### src/rtl/sram_dist_pkg.sv
// Shared types for the SRAM distributor: port FSM states, scan candidate, ranking.
// Latency: n/a (types and a pure function only).
// Backpressure: n/a. Optional macro DEST_AFFINITY_EN selects page_amount-first ranking.
package sram_dist_pkg;

    // Build configuration; the module parameters default to these values.
    localparam int DEF_NUM_PORTS = 16;
    localparam int DEF_NUM_SRAMS = 32;
    localparam int DEF_SPACE_W   = 11;
    localparam int DEF_DEST_W    = 4;
    localparam int DEF_LEN_W     = 9;
    localparam int DEF_MIN_SPACE = 512;

    localparam int SRAM_IDX_W = $clog2(DEF_NUM_SRAMS);

    typedef enum logic [1:0] {
        IDLE,
        SCAN,
        GRANT,
        HOLD
    } port_state_t;

    typedef struct packed {
        logic                   vld;
        logic [SRAM_IDX_W-1:0]  idx;
        logic [DEF_SPACE_W-1:0] pages;
        logic [DEF_SPACE_W-1:0] space;
    } cand_t;

    // True when a must replace b. Strictly-better only, so the earliest probed SRAM keeps ties.
    function automatic logic better(input cand_t a, input cand_t b);
        logic r;
        if (!a.vld) begin
            r = 1'b0;
        end else if (!b.vld) begin
            r = 1'b1;
`ifdef DEST_AFFINITY_EN
        end else if (a.pages != b.pages) begin
            r = (a.pages > b.pages);
`endif
        end else begin
            r = (a.space > b.space);
        end
        return r;
    endfunction

endpackage

### src/rtl/sram_distributor_port_fsm.sv
// Per-port scanner: walks every SRAM once per scan, keeps the best candidate, requests a grant.
// Latency: grant_vld NUM_SRAMS+2 cycles after req_vld (NUM_SRAMS+1 without DEST_AFFINITY_EN).
// Backpressure: a lost grant or an empty scan simply restarts the scan; req_vld is only taken in IDLE.
module dist_port_fsm
    import sram_dist_pkg::*;
#(
    parameter int NUM_SRAMS = DEF_NUM_SRAMS,
    parameter int SPACE_W   = DEF_SPACE_W,
    parameter int DEST_W    = DEF_DEST_W,
    parameter int LEN_W     = DEF_LEN_W,
    parameter int PORT_ID   = 0
) (
    input  logic                              clk,
    input  logic                              rst,
    input  logic [SRAM_IDX_W-1:0]             step,
    input  logic                              req_vld,
    input  logic [DEST_W-1:0]                 req_dest,
    input  logic [LEN_W-1:0]                  req_len,
    input  logic                              release_req,
    input  logic [NUM_SRAMS-1:0]              locked,
    input  logic [NUM_SRAMS-1:0][SPACE_W-1:0] free_space,
    input  logic [NUM_SRAMS-1:0][SPACE_W-1:0] page_amount,
    input  logic                              grant_ok,
    output logic                              probe_vld,
    output logic [SRAM_IDX_W-1:0]             probe_idx,
    output logic [DEST_W-1:0]                 probe_dest,
    output logic                              grant_req,
    output logic [SRAM_IDX_W-1:0]             grant_idx,
    output logic                              rel_vld,
    output logic                              grant_vld,
    output logic [SRAM_IDX_W-1:0]             grant_sram
);
    localparam int CNT_W = SRAM_IDX_W + 1;
`ifdef DEST_AFFINITY_EN
    localparam int LAST_CNT = NUM_SRAMS;
`else
    localparam int LAST_CNT = NUM_SRAMS - 1;
`endif

    port_state_t           state;
    logic [DEST_W-1:0]     dest_q;
    logic [LEN_W-1:0]      len_q;
    logic [CNT_W-1:0]      cnt;
    cand_t                 cand;
    cand_t                 new_cand;
    cand_t                 cand_next;
    logic [CNT_W-1:0]      probe_sum;
    logic [SRAM_IDX_W-1:0] eval_idx;
    logic                  eval_act;
    logic                  eligible;

    // Staggered mapping: port p looks at SRAM (step + p) mod NUM_SRAMS.
    assign probe_sum  = {1'b0, step} + CNT_W'(PORT_ID);
    assign probe_idx  = (probe_sum >= CNT_W'(NUM_SRAMS)) ? SRAM_IDX_W'(probe_sum - CNT_W'(NUM_SRAMS))
                                                         : probe_sum[SRAM_IDX_W-1:0];
    assign probe_vld  = (state == SCAN) && (cnt < CNT_W'(NUM_SRAMS));
    assign probe_dest = dest_q;
    assign grant_req  = (state == GRANT);
    assign grant_idx  = cand.idx;
    assign rel_vld    = (state == HOLD) && release_req;

`ifdef DEST_AFFINITY_EN
    logic [SRAM_IDX_W-1:0] eval_idx_q;
    logic                  eval_vld_q;
    // page_amount answers one cycle after the probe, so evaluation trails probing by one cycle.
    assign eval_idx = eval_idx_q;
    assign eval_act = (state == SCAN) && eval_vld_q;
`else
    logic unused_pages;
    assign unused_pages = ^page_amount;
    assign eval_idx = probe_idx;
    assign eval_act = probe_vld;
`endif

    // Candidate update: eligible SRAMs replace the held candidate only when strictly better.
    always_comb begin
        new_cand       = '0;
        new_cand.vld   = 1'b1;
        new_cand.idx   = eval_idx;
        new_cand.space = free_space[eval_idx];
`ifdef DEST_AFFINITY_EN
        new_cand.pages = page_amount[eval_idx];
`endif
        eligible  = eval_act && !locked[eval_idx] && (SPACE_W'(len_q) <= free_space[eval_idx]);
        cand_next = (eligible && better(new_cand, cand)) ? new_cand : cand;
    end

    // Port FSM: capture request, scan, contend for the grant, hold the lock until release.
    always_ff @(posedge clk or posedge rst) begin
        if (rst) begin
            state      <= IDLE;
            dest_q     <= '0;
            len_q      <= '0;
            cnt        <= '0;
            cand       <= '0;
            grant_vld  <= 1'b0;
            grant_sram <= '0;
`ifdef DEST_AFFINITY_EN
            eval_idx_q <= '0;
            eval_vld_q <= 1'b0;
`endif
        end else begin
            grant_vld <= 1'b0;
`ifdef DEST_AFFINITY_EN
            eval_idx_q <= probe_idx;
            eval_vld_q <= probe_vld;
`endif
            case (state)
                IDLE: if (req_vld) begin
                    dest_q <= req_dest;
                    len_q  <= req_len;
                    cand   <= '0;
                    cnt    <= '0;
                    state  <= SCAN;
                end
                SCAN: if (cnt == CNT_W'(LAST_CNT)) begin
                    cnt <= '0;
                    if (cand_next.vld) begin
                        cand  <= cand_next;
                        state <= GRANT;
                    end else begin
                        cand <= '0;
                    end
                end else begin
                    cnt  <= cnt + 1'b1;
                    cand <= cand_next;
                end
                GRANT: if (grant_ok) begin
                    grant_vld  <= 1'b1;
                    grant_sram <= cand.idx;
                    state      <= HOLD;
                end else begin
                    cand  <= '0;
                    cnt   <= '0;
                    state <= SCAN;
                end
                HOLD: if (release_req) begin
                    state <= IDLE;
                end
                default: state <= IDLE;
            endcase
        end
    end

endmodule

### src/rtl/sram_distributor.sv
// SRAM selection engine: step counter, lock vector, grant arbitration and full flag over NUM_PORTS scanners.
// Latency: grant NUM_SRAMS+2 cycles after request (NUM_SRAMS+1 without DEST_AFFINITY_EN); full is 1 cycle.
// Backpressure: none; lower-index ports win same-cycle grant conflicts, losers rescan. Macro: DEST_AFFINITY_EN.
module sram_distributor
    import sram_dist_pkg::*;
#(
    parameter int NUM_PORTS = DEF_NUM_PORTS,
    parameter int NUM_SRAMS = DEF_NUM_SRAMS,
    parameter int SPACE_W   = DEF_SPACE_W,
    parameter int DEST_W    = DEF_DEST_W,
    parameter int LEN_W     = DEF_LEN_W,
    parameter int MIN_SPACE = DEF_MIN_SPACE
) (
    input  logic                                 clk,
    input  logic                                 rst,
    input  logic [NUM_PORTS-1:0]                 req_vld,
    input  logic [NUM_PORTS-1:0][DEST_W-1:0]     req_dest,
    input  logic [NUM_PORTS-1:0][LEN_W-1:0]      req_len,
    input  logic [NUM_PORTS-1:0]                 release_req,
    input  logic [NUM_SRAMS-1:0][SPACE_W-1:0]    free_space,
    input  logic [NUM_SRAMS-1:0][SPACE_W-1:0]    page_amount,
    output logic [NUM_SRAMS-1:0][DEST_W-1:0]     probe_port,
    output logic [NUM_PORTS-1:0]                 grant_vld,
    output logic [NUM_PORTS-1:0][SRAM_IDX_W-1:0] grant_sram,
    output logic [NUM_SRAMS-1:0]                 locked,
    output logic [NUM_PORTS-1:0]                 full
);
    logic [SRAM_IDX_W-1:0]                 step;
    logic [NUM_PORTS-1:0]                  probe_vld;
    logic [NUM_PORTS-1:0]                  grant_req;
    logic [NUM_PORTS-1:0]                  grant_ok;
    logic [NUM_PORTS-1:0]                  rel_vld;
    logic [NUM_PORTS-1:0][SRAM_IDX_W-1:0]  probe_idx;
    logic [NUM_PORTS-1:0][SRAM_IDX_W-1:0]  grant_idx;
    logic [NUM_PORTS-1:0][DEST_W-1:0]      probe_dest;
    logic [NUM_SRAMS-1:0]                  lock_set;
    logic [NUM_SRAMS-1:0]                  lock_clr;
    logic [NUM_SRAMS-1:0]                  avail;
    logic                                  full_q;

    // Free-running step counter shared by all scanners.
    always_ff @(posedge clk or posedge rst) begin
        if (rst) begin
            step <= '0;
        end else if (step == SRAM_IDX_W'(NUM_SRAMS - 1)) begin
            step <= '0;
        end else begin
            step <= step + 1'b1;
        end
    end

    for (genvar p = 0; p < NUM_PORTS; p++) begin : g_port
        dist_port_fsm #(
            .NUM_SRAMS (NUM_SRAMS),
            .SPACE_W   (SPACE_W),
            .DEST_W    (DEST_W),
            .LEN_W     (LEN_W),
            .PORT_ID   (p)
        ) u_port (
            .clk         (clk),
            .rst         (rst),
            .step        (step),
            .req_vld     (req_vld[p]),
            .req_dest    (req_dest[p]),
            .req_len     (req_len[p]),
            .release_req (release_req[p]),
            .locked      (locked),
            .free_space  (free_space),
            .page_amount (page_amount),
            .grant_ok    (grant_ok[p]),
            .probe_vld   (probe_vld[p]),
            .probe_idx   (probe_idx[p]),
            .probe_dest  (probe_dest[p]),
            .grant_req   (grant_req[p]),
            .grant_idx   (grant_idx[p]),
            .rel_vld     (rel_vld[p]),
            .grant_vld   (grant_vld[p]),
            .grant_sram  (grant_sram[p])
        );
    end

    // Grant arbitration against the pre-release lock; the lowest-index port claims a contested SRAM.
    always_comb begin
        grant_ok = '0;
        lock_set = '0;
        for (int p = 0; p < NUM_PORTS; p++) begin
            if (grant_req[p] && !locked[grant_idx[p]] && !lock_set[grant_idx[p]]) begin
                grant_ok[p]            = 1'b1;
                lock_set[grant_idx[p]] = 1'b1;
            end
        end
    end

    // Releases from holding ports, and per-SRAM availability for the full flag.
    always_comb begin
        lock_clr = '0;
        for (int p = 0; p < NUM_PORTS; p++) begin
            if (rel_vld[p]) begin
                lock_clr[grant_sram[p]] = 1'b1;
            end
        end
        for (int s = 0; s < NUM_SRAMS; s++) begin
            avail[s] = !locked[s] && (free_space[s] >= SPACE_W'(MIN_SPACE));
        end
    end

    // Lock vector and registered full flag.
    always_ff @(posedge clk or posedge rst) begin
        if (rst) begin
            locked <= '0;
            full_q <= 1'b0;
        end else begin
            locked <= (locked & ~lock_clr) | lock_set;
            full_q <= ~|avail;
        end
    end

    assign full = {NUM_PORTS{full_q}};

`ifdef DEST_AFFINITY_EN
    logic [NUM_SRAMS-1:0][DEST_W-1:0] probe_next;

    // Route each scanning port's destination to the SRAM it probes this cycle.
    always_comb begin
        probe_next = '0;
        for (int p = 0; p < NUM_PORTS; p++) begin
            if (probe_vld[p]) begin
                probe_next[probe_idx[p]] = probe_dest[p];
            end
        end
    end

    // Registered probe destination towards the per-SRAM state blocks.
    always_ff @(posedge clk or posedge rst) begin
        if (rst) begin
            probe_port <= '0;
        end else begin
            probe_port <= probe_next;
        end
    end
`else
    logic unused_probe;
    assign unused_probe = ^{probe_vld, probe_idx, probe_dest};
    assign probe_port   = '0;
`endif

endmodule

### config.mk
export PLATFORM = sky130hd
export DESIGN_NAME = sram_distributor
export DESIGN_NICKNAME = d
export VERILOG_FILES = /design/src/rtl/sram_dist_pkg.sv /design/src/rtl/sram_distributor_port_fsm.sv /design/src/rtl/sram_distributor.sv
export SDC_FILE = /design/constraint.sdc
export NUM_CORES = 2
export LEC_CHECK = 0
export CAP_MARGIN = 10
export CORE_AREA = 5 5 477 479
export CTS_BUF_LIST = sky130_fd_sc_hd__clkbuf_8 sky130_fd_sc_hd__clkbuf_16
export CTS_CLUSTER_SIZE = 16
export DETAILED_ROUTE_END_ITERATION = 6
export DIE_AREA = 0 0 482 484
export DONT_BUFFER_PORTS = 1
export GPL_TIMING_DRIVEN = 0
export SLEW_MARGIN = 10
export SYNTH_ARGS = -nofsm -noshare
export SYNTH_HDL_FRONTEND = slang
export SYNTH_SLANG_ARGS = --single-unit
### constraint.sdc
create_clock -name clk -period 35.3 [get_ports clk]
set_input_delay 3.53 -clock clk [delete_from_list [all_inputs] [get_ports clk]]
set_output_delay 3.53 -clock clk [all_outputs]
set_load 0.01 [all_outputs]
# After elaboration in Yosys (flattened, before gate mapping)
# Memories as Yosys holds them, arrays and structs flattened.
# Cells that the tools add are included.
# classes
bitwise	33
addsub	48
n_reduce_logical	354
n_eq_ne	145
magnitude_cmp	176
mux	560
# ops
cell	count
28-bit two-way mux	80
28-bit case mux with 3 select lines	16
32-bit two-way mux	32
32-bit OR	31
11-bit binary-select mux with 5-bit select	16
11-bit by 10-bit greater-or-equal comparator with 1-bit output, second input constant	32
5-bit by 6-bit less-than comparator with 1-bit output, second input constant	48
6-bit two-way mux	48
6-bit case mux with 3 select lines	16
1-bit binary-select mux with 5-bit select	47
11-bit > comparator	16
9-bit by 11-bit less-or-equal comparator with 1-bit output	16
1-bit logical AND	176
11-bit two-way mux	16
1-bit demux with 5-bit select	32
5-bit by 1-bit greater-or-equal comparator with 1-bit output, second input constant	32
2-bit two-way mux	80
1-bit two-way mux	144
2-bit != test, second input constant	64
2-bit case mux with 4 select lines	16
6-bit by 1-bit adder with 6-bit output, second input constant	16
6-bit by 5-bit equality test with 1-bit output, second input constant	16
6-bit less-than comparator, second input constant	16
6-bit greater-or-equal comparator, second input constant	15
other kinds (21)	295
# totals
memories	1
ff_bits	854
romBits	32
out_inout_bits	272
input_bits	946
word_cells	1464
# mem_list
name	depth	word_bits	rd	rd_ports_with_merged_regs	write_ports	line	source
(name not given)	32	1	1	0	0	sram_distributor.sv:87	if (grant_req[p] && !locked[grant_idx[p]] && !lock_set[grant_idx[p]]) begin

# Depth between registers and ports, before layout
# logic_depth
depth_word	83
ltp_mapped	61
mapped_depth_nobuf	49

# Modules after synthesis
# A second synthesis with hierarchy kept.
# hier_totals
cells_unflattened	11205
hier_area_um2	117413.9
# modules_own_cells
mod	cells_per_inst	area_per_inst_um2	instances
sram_distributor	4000	27047.2	1
dist_port_fsm (g_port[10].u_port)	426	5924.4	1
dist_port_fsm (g_port[15].u_port)	462	5804.3	1
dist_port_fsm (g_port[9].u_port)	472	5738.0	1
dist_port_fsm (g_port[12].u_port)	502	5704.2	1
dist_port_fsm (g_port[0].u_port)	465	5664.2	1
dist_port_fsm (g_port[8].u_port)	463	5662.9	1
dist_port_fsm (g_port[1].u_port)	473	5647.9	1
dist_port_fsm (g_port[4].u_port)	460	5640.4	1
dist_port_fsm (g_port[5].u_port)	456	5631.7	1
dist_port_fsm (g_port[13].u_port)	451	5629.1	1
dist_port_fsm (g_port[3].u_port)	431	5626.6	1
dist_port_fsm (g_port[11].u_port)	435	5574.1	1
dist_port_fsm (g_port[7].u_port)	428	5560.3	1
+3 rows	n/a	n/a	n/a

# Least setup slack after synthesis
# No wires, ideal clock.
# synth_timing
path_type	register to register
start	register g_port[0].u_port.cand (netlist bit g_port[0].u_port.grant_idx[1])
end	register g_port[15].u_port.cand[1] (netlist name)
n_path_buf	10
arrival_ns	12.871
path_stages_with_launch	54
slack_ns	22.291
required_ns	35.163
cell_sequence	dfrtp_1 buf_4 mux2_2 a22oi_1 o211a_1 nand3_2 a21o_1 nand2_1 inv_2 a311oi_1 o41ai_2 or4_1 clkbuf_1 o31a_1 nor4bb_1 or4b_1 buf_2 buf_6 [... 18 more ...] o21ba_2 a31oi_1 o211ai_1 nor4_1 a21bo_1 buf_2 a2111o_1 or4_1 a41oi_2 o2111a_2 o31ai_2 or4_4 nor3_1 a311oi_1 and4_1 a211oi_4 buf_6 a211oi_1
# synth_via
elab_chain_len	83
# synth_lines
item	line	source
start: declaration	sram_distributor_port_fsm.sv:44	cand_t cand;
start signal: assignment	sram_distributor_port_fsm.sv:119	cand <= cand_next;
start signal: assignment	sram_distributor_port_fsm.sv:126	cand <= cand_next;
parallel branches: the longest is 5 deep, another holds 5-bit by 6-bit less-than comparator with 1-bit output	n/a	
32-bit two-way mux *	sram_distributor.sv:87	
1-bit binary-select mux with 5-bit select	sram_distributor.sv:87	
1-bit two-way mux (not written as such)	sram_distributor.sv:87	
1-bit zero test	sram_distributor.sv:87	
1-bit logical AND	sram_distributor.sv:87	
32-bit two-way mux *	sram_distributor.sv:87	
1-bit binary-select mux with 5-bit select	sram_distributor.sv:87	
[... 63 more ...]	n/a	
32-bit two-way mux *	sram_distributor.sv:87	
1-bit binary-select mux with 5-bit select *	sram_distributor.sv:87	
1-bit two-way mux (not written as such) *	sram_distributor.sv:87	
1-bit zero test *	sram_distributor.sv:87	
1-bit logical AND *	sram_distributor.sv:87	
1-bit two-way mux *	sram_distributor.sv:87	
2-bit != test (no line) *	n/a	
3-bit AND reduction (no line) *	n/a	
end signal: assignment	sram_distributor_port_fsm.sv:119	
end signal: assignment	sram_distributor_port_fsm.sv:126	
end: declaration	sram_distributor_port_fsm.sv:44	
# Mark *: on every way between the ends. The select of a mux whose other input is x is not followed.
# A chain may end at the register's enable or synchronous reset.

# Worst setup path in the final report
# layout_timing
start	register g_port[2].u_port.cand (netlist bit g_port[2].u_port.grant_idx[1])
end	register locked[27]
# layout_via
elab_chain_len	72
# layout_lines
item	line	source
start: declaration	sram_distributor_port_fsm.sv:44	
start signal: assignment	sram_distributor_port_fsm.sv:119	
start signal: assignment	sram_distributor_port_fsm.sv:126	
5-bit by 6-bit less-than comparator with 1-bit output (not written as such), or another cell as far along	sram_distributor.sv:89	lock_set[grant_idx[p]] = 1'b1;
1-bit logical AND (not written as such) or 1-bit two-way mux (tied branches)	sram_distributor.sv:89, sram_distributor.sv:87	
1-bit two-way mux (not written as such) or 1-bit zero test (tied branches)	sram_distributor.sv:89, sram_distributor.sv:87	
1-bit demux with 5-bit select or 1-bit logical AND (tied branches)	sram_distributor.sv:89, sram_distributor.sv:87	
32-bit OR (no line) or 1-bit logical AND (tied branches)	n/a	
32-bit two-way mux *	sram_distributor.sv:87	
1-bit binary-select mux with 5-bit select	sram_distributor.sv:87	
1-bit two-way mux (not written as such)	sram_distributor.sv:87	
[... 56 more ...]	n/a	
1-bit logical AND	sram_distributor.sv:87	
32-bit two-way mux *	sram_distributor.sv:87	
1-bit binary-select mux with 5-bit select	sram_distributor.sv:87	
1-bit two-way mux (not written as such)	sram_distributor.sv:87	
1-bit zero test	sram_distributor.sv:87	
1-bit logical AND	sram_distributor.sv:87	
32-bit two-way mux *	sram_distributor.sv:87	
32-bit OR *	sram_distributor.sv:113	locked <= (locked & ~lock_clr) | lock_set;
end signal: assignment	sram_distributor.sv:113	
end: declaration	sram_distributor.sv:25	output logic [NUM_SRAMS-1:0] locked,
# Every way passes the cells marked *; elsewhere a longest branch is shown, timed or not. The select of a mux whose other input is x is not followed.

==> results.py <==
metrics = {
    "timing": {
        "setup_viol": 0,
        "fin_crit_ns": 25.31,
        "finalHoldViolCount": 0,
        "slew_viol_final": 73,
        "timing.final.crit_share_pct": 71.69,
        "tightestPinTransition_ns": 1.565,
        "fin_setup_tns_ns": 0,
        "skew_ns": 0.08338,
        "rsz0062_at_grt": "no",
        "fmax_mhz": 39.51,
        "max_slew_margin_pct": -5.463,
    },
    "floorplanning": {
        "start_util_pct": 36.07,
        "ios": 1218,
        "num_rows": 174,
        "die_h_um": 484,
        "die_x_um": 482,
        "coreArea_um2": 223200,
        "dieArea_um2": 233300,
    },
    "logic_synthesis": {
        "synth-edff-count": 0,
        "yosysTopAreaCell": "dfrtp_1",
        "ys.flop_type": "dfrtp_1",
        "synth.top_cell.area_share_pct": 21.08,
        "ys_types": 120,
        "synthTopCellsByCount": "1723 x nand2_1, 846 x nor2_1, 678 x dfrtp_1, 644 x mux4_2, 561 x clkbuf_1",
        "syn-cell-area_um2": 80490,
        "synthArstFlopShare_pct": 100.0,
        "syn_inst": 9772,
        "synth_most_common_cell": "nand2_1",
        "ys_warn_count": 0,
        "ys_seq_area_share_pct": 21.08,
        "syn_area_per_cell_um2": 8.237,
        "ys_seq_elements": 678,
        "synthTopCellsByArea": "dfrtp_1 21%, mux4_2 18%, nand2_1 8.0%, ha_1 5.4%, nor2_1 3.9%",
    },
    "routing": {
        "wl_per_cell_um": 45.44,
        "drt-initial-drc-count": 13580,
        "antenna_left": 0,
        "dr.pass1.iters": 7,
        "vias": 93230,
        "wl_mm": 602.4,
        "vias_per_cell": 7.032,
        "drc_errors": 9,
    },
    "placed_design": {
        "placed_area_um2": 85250,
        "dp_hpwl_mm": 498.6,
        "io_buffers": 0,
        "finalWeightedCongestion": 1.132,
    },
    "run": {
        "cap_violations": 9,
    },
    "cts": {
        "clkTransAtPathRegs_ns": 0.07,
        "clk_latency_ns": 0.81,
        "cts_post_setup_buffers_inserted": 0,
        "cts_made_buffers": 85,
        "post_cts_resize_count": 0,
        "cts-root-buf": "clkbuf_16",
        "holdBufCountCts": 0,
        "clockBufferDepth": 3,
        "cts_tree": "built",
        "cts.sinks": 678,
        "htreeDepth": 3,
    },
    "critical_path": {
        "setup.worst_path.end_class": "flop",
        "regToRegSetupSlack_ns": 9.99,
        "crit_type": "flop to flop",
        "critPathSlowestCell": "o31ai_1",
        "critPathRequiredTime_ns": 35.84,
        "arrival_ns": 25.84,
        "worstSetupStartpointType": "flop",
        "critPathMaxStageDelay_ns": 1.17,
        "crit_path_max_fanout": 11,
    },
    "global_route": {
        "grt_pass1_wl_mm": 790.0,
        "grtUsageTotal_pct": 49.54,
        "first_global_vias": 86030,
        "gr-total-overflow": 0,
        "antenna_found_initial": 105,
        "grt_max_degree": 113,
    },
    "run_status": {
        "violations": "DRC, capacitance limit, slew limit",
        "status": "finished, violations left",
    },
    "pwr": {
        "power_mw": 5.127,
        "power.density_nw_per_um2": 57.74,
        "p_leak_nw": 35.27,
        "ir_drop_uv": 68.45,
    },
    "finish": {
        "post-route-util_pct": 39.79,
        "num-nets-final": 11320,
        "drive_gt1_share_pct": 14.50,
        "design_area_um2": 88790,
        "area_delta_synth_final_pct": 10.30,
    },
    "worst_hold_path": {
        "hp-class": "flop to flop",
    },
}
-- sequential cells by signal, summed over array words and instances (netlist names) --
name and cells:
g_port.u_port.cand 192, g_port.u_port.len_q 144, g_port.u_port.cnt 96, g_port.u_port.grant_idx 80, g_port.u_port.grant_sram 80, g_port.u_port.state 32, locked 32, g_port.u_port.grant_vld 16
step 5, full_q 1
-- through the flow --
step | hold slack (ns) | instances | worst slack (ns)
floorplan | 0.4539 | 9899 | 12.76
global placement | 0.4794 | 12890 | 3.769
detailed placement | 0.4827 | 12920 | 12.45
CTS | 0.4964 | 13080 | 12.41
global route | 0.5183 | 13180 | 11.12
finish | 0.4962 | 13260 | 9.993
-- power breakdown --
group	internal [mW]	switching, mW
Clock	0.529	0.415
Combinational	0.843	1.94
Sequential	1.01	0.393
Total	2.38	2.74
-- layout make-up --
class	count	area, um2
diodes	171	427.9
inverters	458	1727
fillers	23090	134400
repair buffers	38	467.9
multi-input cells	7864	58340
plain buffers	899	4124
well taps	2992	3744
flip-flops and latches	678	16970
clock inverters	51	560.5
clock buffers	107	2430
-- cells in the final DEF, fill, tap and decap left out, types with 58 or more instances in the layout --
cell type,netlist,routed
nand2b_1,144,143
mux2i_1,137,137
dfrtp_1,678,678
nor3_1,212,205
conb_1,1,128
a21oi_1,335,335
nor3b_1,66,58
nand2_1,1723,1723
mux2_2,208,208
or3_1,64,64
buf_4,166,183
diode_2,0,171
and2_1,80,80
o22ai_1,189,189
a31oi_1,108,108
buf_1,119,116
nand4_1,117,117
nor4_1,112,111
a211oi_1,234,234
clkbuf_1,561,526
nand3_1,264,264
inv_1,436,450
mux4_2,644,644
clkbuf_16,0,85
o31ai_1,87,83
nor2_1,846,845
ha_1,349,349
nand3b_1,59,59
and3_1,86,86
o21ai_0,487,474
o211ai_1,81,81
nor2b_1,150,150
-- final timing paths --
path / start / end / depth (start not counted)
setup / recovery: g_port[2].u_port.grant_idx[1] / locked[27] / 50
hold / removal: g_port[12].u_port.cnt[5] / g_port[12].u_port.cnt[5] / 1
setup reg to reg: g_port[2].u_port.grant_idx[1] / locked[27] / 50
hold reg to reg: g_port[12].u_port.cnt[5] / g_port[12].u_port.cnt[5] / 1
max in group asynchronous: rst / g_port[5].u_port.len_q[4] / 5
min in group asynchronous: rst / g_port[1].u_port.len_q[0] / 1
-- critical path: cells and delay by family (launching register included) --
family | cells | cell delay, ns
AO/OA/AOI/OAI | 21 | 10.38
buffers and inverters | 10 | 4.78
flip-flops | 1 | 0.32
AND/OR/NAND/NOR | 19 | 9.46
-- logic make-up after synthesis --
group,share of synthesized area [%]
and+or+nand+nor,23.62
xor gates and xnor gates,0.7943
DFF,21.08
muxes,22.67
AOI/OAI and AO/OA,19.21
buffers and inverters,7.200
adders and majority gates,5.425
other,0.004659
-- per-layer routing --
metal,up-vias,wire (um),track usage (%)
met4,38,70930,44.07
met2,7718,242600,70.34
li1,36920,-,-
met1,46360,202900,55.31
met5,-,388,0.4557
met3,2198,85580,22.71
Note: power is estimated with default switching activity, not from simulation.
